==> config.mk <==
export PLATFORM = sky130hd
export DESIGN_NAME = mmio_gpio_timer
export DESIGN_NICKNAME = d
export VERILOG_FILES = /design/src/rtl/mmio_pkg.sv /design/src/rtl/sw_debounce.sv /design/src/rtl/mmio_gpio_timer.sv
export SDC_FILE = /design/constraint.sdc
export NUM_CORES = 1
export LEC_CHECK = 0
export ABC_AREA = 1
export BUFFER_PORTS_ARGS = -buffer_cell sky130_fd_sc_hd__buf_2
export CORE_MARGIN = 3
export CORE_UTILIZATION = 56
export DETAILED_ROUTE_END_ITERATION = 10
export PLACE_DENSITY = 0.8
export SYNTH_ARGS = -nofsm -noshare
export SYNTH_HDL_FRONTEND = slang
export SYNTH_SLANG_ARGS = --single-unit
export TNS_END_PERCENT = 50
==> constraint.sdc <==
create_clock -name clk -period 2.05 [get_ports clk]
set_clock_uncertainty 0.15 [all_clocks]
set_input_delay 0.41 -clock clk [delete_from_list [all_inputs] [get_ports clk]]
set_output_delay 0.41 -clock clk [all_outputs]
set_load 0.01 [all_outputs]
==> src/rtl/mmio_pkg.sv <==
// Shared register map and bit positions for the MMIO GPIO/timer responder.
package mmio_pkg;

    typedef enum logic [2:0] {
        OFF_LEDS   = 3'd0,
        OFF_SWITCH = 3'd1,
        OFF_STATUS = 3'd2,
        OFF_CTRL   = 3'd3,
        OFF_TIMER  = 3'd4,
        OFF_CMP    = 3'd5,
        OFF_RSVD6  = 3'd6,
        OFF_RSVD7  = 3'd7
    } reg_off_e;

    localparam int unsigned CTRL_TMR_EN      = 0;
    localparam int unsigned CTRL_IRQ_EN      = 1;
    localparam int unsigned CTRL_EDGE_IRQ_EN = 2;

    localparam int unsigned STATUS_TMR_BIT = 8;

    localparam logic [31:0] CMP_RESET = 32'hFFFF_FFFF;

    localparam int unsigned DEB_CNT_W = 8;

endpackage

==> src/rtl/sw_debounce.sv <==
// One switch bit: two-flop synchronizer followed by a stability-count debouncer.
module sw_debounce
    import mmio_pkg::*;
#(
    parameter int unsigned DEB_CYCLES = 4
) (
    input  logic clk,
    input  logic rst,
    input  logic sw_async,
    output logic deb,
    output logic rise
);

    logic                 sync1_q, sync1_d;
    logic                 sync2_q, sync2_d;
    logic                 deb_q, deb_d;
    logic [DEB_CNT_W-1:0] cnt_q, cnt_d;

    always_comb begin
        sync1_d = sw_async;
        sync2_d = sync1_q;
        deb_d   = deb_q;
        cnt_d   = '0;
        // Flip on the edge that would bring the count up to DEB_CYCLES.
        if (sync2_q != deb_q) begin
            if (cnt_q == DEB_CNT_W'(DEB_CYCLES - 1)) begin
                deb_d = sync2_q;
                cnt_d = '0;
            end else begin
                cnt_d = cnt_q + DEB_CNT_W'(1);
            end
        end
    end

    always_ff @(posedge clk) begin
        if (rst) begin
            sync1_q <= 1'b0;
            sync2_q <= 1'b0;
            deb_q   <= 1'b0;
            cnt_q   <= '0;
        end else begin
            sync1_q <= sync1_d;
            sync2_q <= sync2_d;
            deb_q   <= deb_d;
            cnt_q   <= cnt_d;
        end
    end

    assign deb  = deb_q;
    assign rise = deb_d & ~deb_q;

endmodule

==> src/rtl/mmio_gpio_timer.sv <==
// MMIO responder for a 64-byte window: LEDs, debounced switches with edge
// flags, a compare timer and a level interrupt.
module mmio_gpio_timer
    import mmio_pkg::*;
#(
    parameter logic [12:0] BASE       = 13'h1FC0,
    parameter int unsigned DEB_CYCLES = 4
) (
    input  logic        clk,
    input  logic        rst,
    input  logic [12:0] Addres,
    input  logic        memWr,
    input  logic        memRd,
    input  logic [63:0] datawr,
    input  logic [7:0]  sw,
    output logic [63:0] datard,
    output logic        hit,
    output logic [7:0]  leds,
    output logic        irq
);

    logic [7:0]  leds_q, leds_d;
    logic [8:0]  status_q, status_d;
    logic [2:0]  ctrl_q, ctrl_d;
    logic [31:0] timer_q, timer_d;
    logic [31:0] cmp_q, cmp_d;
    logic        irq_q, irq_d;

    logic [7:0]  sw_deb;
    logic [7:0]  sw_rise;
    logic [8:0]  status_set, status_clr;
    logic        tmr_match;
    logic        wr_en;
    reg_off_e    off;
    logic [63:0] rd_val;
    logic        unused_bits;

    assign hit         = (Addres[12:6] == BASE[12:6]);
    assign off         = reg_off_e'(Addres[5:3]);
    assign wr_en       = memWr & hit;
    assign unused_bits = ^{Addres[2:0], datawr[63:32]};

    for (genvar i = 0; i < 8; i++) begin : g_deb
        sw_debounce #(
            .DEB_CYCLES(DEB_CYCLES)
        ) u_deb (
            .clk      (clk),
            .rst      (rst),
            .sw_async (sw[i]),
            .deb      (sw_deb[i]),
            .rise     (sw_rise[i])
        );
    end

    always_comb begin
        leds_d     = leds_q;
        ctrl_d     = ctrl_q;
        cmp_d      = cmp_q;
        timer_d    = timer_q;
        status_clr = '0;
        tmr_match  = 1'b0;

        if (ctrl_q[CTRL_TMR_EN]) begin
            if (timer_q == cmp_q) begin
                timer_d   = '0;
                tmr_match = 1'b1;
            end else begin
                timer_d = timer_q + 32'd1;
            end
        end

        // Register writes come last so a TIMER store overrides the count.
        if (wr_en) begin
            case (off)
                OFF_LEDS:   leds_d     = datawr[7:0];
                OFF_STATUS: status_clr = datawr[8:0];
                OFF_CTRL:   ctrl_d     = datawr[2:0];
                OFF_TIMER:  timer_d    = datawr[31:0];
                OFF_CMP:    cmp_d      = datawr[31:0];
                default:    ;
            endcase
        end

        status_set = {tmr_match, sw_rise};
        status_d   = (status_q & ~status_clr) | status_set;

        irq_d = (ctrl_q[CTRL_IRQ_EN] & status_q[STATUS_TMR_BIT])
              | (ctrl_q[CTRL_EDGE_IRQ_EN] & (|status_q[7:0]));
    end

    always_ff @(posedge clk) begin
        if (rst) begin
            leds_q   <= '0;
            status_q <= '0;
            ctrl_q   <= '0;
            timer_q  <= '0;
            cmp_q    <= CMP_RESET;
            irq_q    <= 1'b0;
        end else begin
            leds_q   <= leds_d;
            status_q <= status_d;
            ctrl_q   <= ctrl_d;
            timer_q  <= timer_d;
            cmp_q    <= cmp_d;
            irq_q    <= irq_d;
        end
    end

    always_comb begin
        rd_val = '0;
        case (off)
            OFF_LEDS:   rd_val = {56'd0, leds_q};
            OFF_SWITCH: rd_val = {56'd0, sw_deb};
            OFF_STATUS: rd_val = {55'd0, status_q};
            OFF_CTRL:   rd_val = {61'd0, ctrl_q};
            OFF_TIMER:  rd_val = {32'd0, timer_q};
            OFF_CMP:    rd_val = {32'd0, cmp_q};
            default:    rd_val = '0;
        endcase
        datard = (memRd & hit) ? rd_val : '0;
    end

    assign leds = leds_q;
    assign irq  = irq_q;

endmodule

==> flow_summary.ini <==
[outcome]
status = finished with violations
violations = negative setup slack

[worst_setup_path]
r2r_cells = 10
crit_arrival_ns = 1.57
crit_required_ns = 1.49
crit_path_max_fanout = 3
critPathLaunchType = flip-flop
end_kind = output pin
worstSetupPathType = flip-flop to output pin

[timing]
holdWs_ns = 0.0195
period_minus_slack_ns = 2.13
fmax_mhz = 469
rsz0062_at_grt = yes
worst_pin_slew_ns = 0.782
setup_viol = 30
timing.final.ws_setup_ns = -0.0817
fin_setup_tns_ns = -1.52
slew_viol_final = 0
max_slew_margin_pct = 47.9
hold_viol = 0
finalCritPeriodShare_pct = 104

[min_path]
min_path_type = input port to flip-flop
min_path_cells = 3

[pwr]
p_comb_share_pct = 5.3
seq_power_share_pct = 48.4
p_sw_mw = 1.62
switching_share_pct = 23.1
pwr-share-clk_pct = 46.4
power_density_nw_per_um2 = 624
total_leakage_power_nw = 4.57
internal-power_mw = 5.39
max-vdd-ir-drop_mv = 0.786

[placement]
hpwl_mm = 16.6
postPlaceCellArea_um2 = 9970
dpl_worst_slack_ns = -0.136
gp_congestion = 0.957
io_buffers = 95

[finish]
multi_input_area_um2 = 5000
nets = 1534
regArea_um2 = 3480
fin_area_um2 = 11200
n_fill_cell = 1148
area_delta_synth_final_pct = 24.1
drive_gt1_share_pct = 21.1

[clock_tree]
cts_tree = yes
cts_root_buf = clkbuf_16
cts_sinks = 173
cts_buffer_depth = 2
cts-htree-levels = 4
clk_pin_slew_ns = 0.07
cts_hold_buf = 0
cts_buffers = 17
clock_latency_ns = 0.44

[grt]
grt_max_degree = 32
antenna_found_initial = 0
grt_first_pass_wirelength_mm = 37.5
grt_pass1_vias = 8179
track_usage_pct = 25.6
grt_overflow = 0

[synthesis]
synth_area_leader_cell = dfxtp_1
synth_edf_count = 0
synth_seq_cells = 173
synth-main-ff-cell = dfxtp_1
syn_avg_cell_area_um2 = 6.92
syn_area_um2 = 9050
synthArstFlopShare_pct = 0
syn_inst = 1307
synth_commonest_cells = 310 x nand2_1, 173 x dfxtp_1, 167 x inv_1, 123 x a21oi_1, 123 x nor2_1
yosys.area.top_type_share_pct = 38.3
yosys_warnings = 0
synth_cell_type_count = 47
synth_seq_area_share_pct = 38.3
synth_most_common_cell = nand2_1
synth_area_leaders = dfxtp_1 38%, nand2_1 13%, inv_1 6.9%

[die]
dieHeight_um = 133
placeableCoreArea_um2 = 15500
io_pins = 163
die-area_um2 = 17700
initial_core_util_pct = 58.4
fp.dieW_um = 133
rows = 45

[routing]
drt-initial-drc-count = 668
drt_drc_violations_left = 0
drtPass1Iterations = 6
via_per_inst = 5.35
ant_nets = 0
post_drt_wl_per_cell_um = 14.7
vias = 8885
finalWirelength_mm = 24.3

[run]
max-cap-violations = 0
-- path summary, 6_finish.rpt --
check | startpoint | end | slack (ns)
setup / recovery | cmp_q[2] | datard[2] | -0.08
hold / removal | sw[3] | g_deb[3].u_deb.sync1_q | 0.02
setup reg to reg | timer_q[5] | timer_q[27] | 0.10
hold reg to reg | g_deb[7].u_deb.sync1_q | g_deb[7].u_deb.sync2_q | 0.25
-- metrics by stage --
step | power, mW | utilization (%) | instances
2_1_floorplan | 3.65 | - | 1338
3_3_place_gp | 3.75 | 64.4 | 1619
3_5_place_dp | 3.76 | 64.4 | 1619
4_1_cts | 6.99 | 69.4 | 1653
5_1_grt | 7.18 | 72.5 | 1660
6_report | 7.01 | 72.5 | 1661
-- power groups by stage --
stage               registers [mW]  clock network, mW  logic, mW
floorplan                     3.47                  0      0.185
global placement              3.47                  0      0.287
detailed placement            3.47                  0      0.291
CTS                           3.39               3.28      0.319
global route                  3.39               3.39      0.397
finish                        3.39               3.25      0.368
-- cell usage in the layout, fill, tap and decap left out, drive strengths merged --
cell type  synthesis  layout
xor2              11      11
o21ai             35      35
nor4              11      11
o221ai             1       1
nand3             84      84
nand2            320     320
inv              172     174
clkinvlp           0       1
a211oi             2       2
and3               1       1
o22ai              4       4
ha                 9       9
diode              0       1
nor2             141     141
bufinv             0       2
a221oi             6       6
nand3b            14      14
o21a               3       3
a31oi              7       7
xnor2             30      30
nor3              32      32
clkinv             3       9
o21bai             4       4
dfxtp            173     173
buf               55     150
a32o               1       1
or4                3       3
nand4             13      13
o211ai             5       5
clkbuf            18      23
a22oi              1       1
conb               1      32
a21oi            130     130
o31ai              8       8
nor3b              9       9
-- kinds of logic (layout without fill, tap and decap cells) --
kind of cell,Yosys count,count (layout),share of synthesized area [%]
compound gates,207,207,12.9
flops,173,173,38.3
xor+xnor,41,41,3.97
simple gates,628,628,31.5
buf+inv,248,359,12.1
other cells,1,33,0.0414
fa+ha+maj,9,9,1.24
-- per-layer routing --
layer | part of all wire, % | vias to the layer above | track usage (%)
li1 | - | 4411 | -
met2 | 49 | 360 | 43.7
met4 | 2.9 | 0 | 10.4
met5 | 0 | - | 0
met1 | 41 | 4057 | 31.3
met3 | 7.3 | 57 | 5.70
-- registers in the layout, summed over array words and instances (netlist names) --
signal               flops
g_deb.u_deb.sync1_q      8
irq                      1
cmp_q                   32
g_deb.u_deb.deb          8
leds                     8
status_q                 9
ctrl_q                   3
timer_q                 32
g_deb.u_deb.sync2_q      8
g_deb.u_deb.cnt_q       64
-- worst max-delay path, stage by stage, from the launching register on --
cell     delay (ns)
dfxtp_1        0.35
a22oi_1        0.22
o21ai_0        0.14
nor2_1         0.19
a21oi_2        0.09
buf_2          0.15
-- final cells by class --
class	instances	share of cell area [%]
inverters	175	6.15
repair buffers	152	10.6
diodes	1	0.0223
flip-flops and latches	173	31.0
multi-input cells	917	44.5
clock buffers	21	4.10
clock inverters	11	1.19
well taps	211	2.35
-- repair_timing --
action	in CTS	in global routing
setup buffers	3	5
gates resized for setup	50	90
setup endpoints to repair	32	49
gates cloned	0	2
pin swaps	12	14
(Power assumes the default switching activity.)
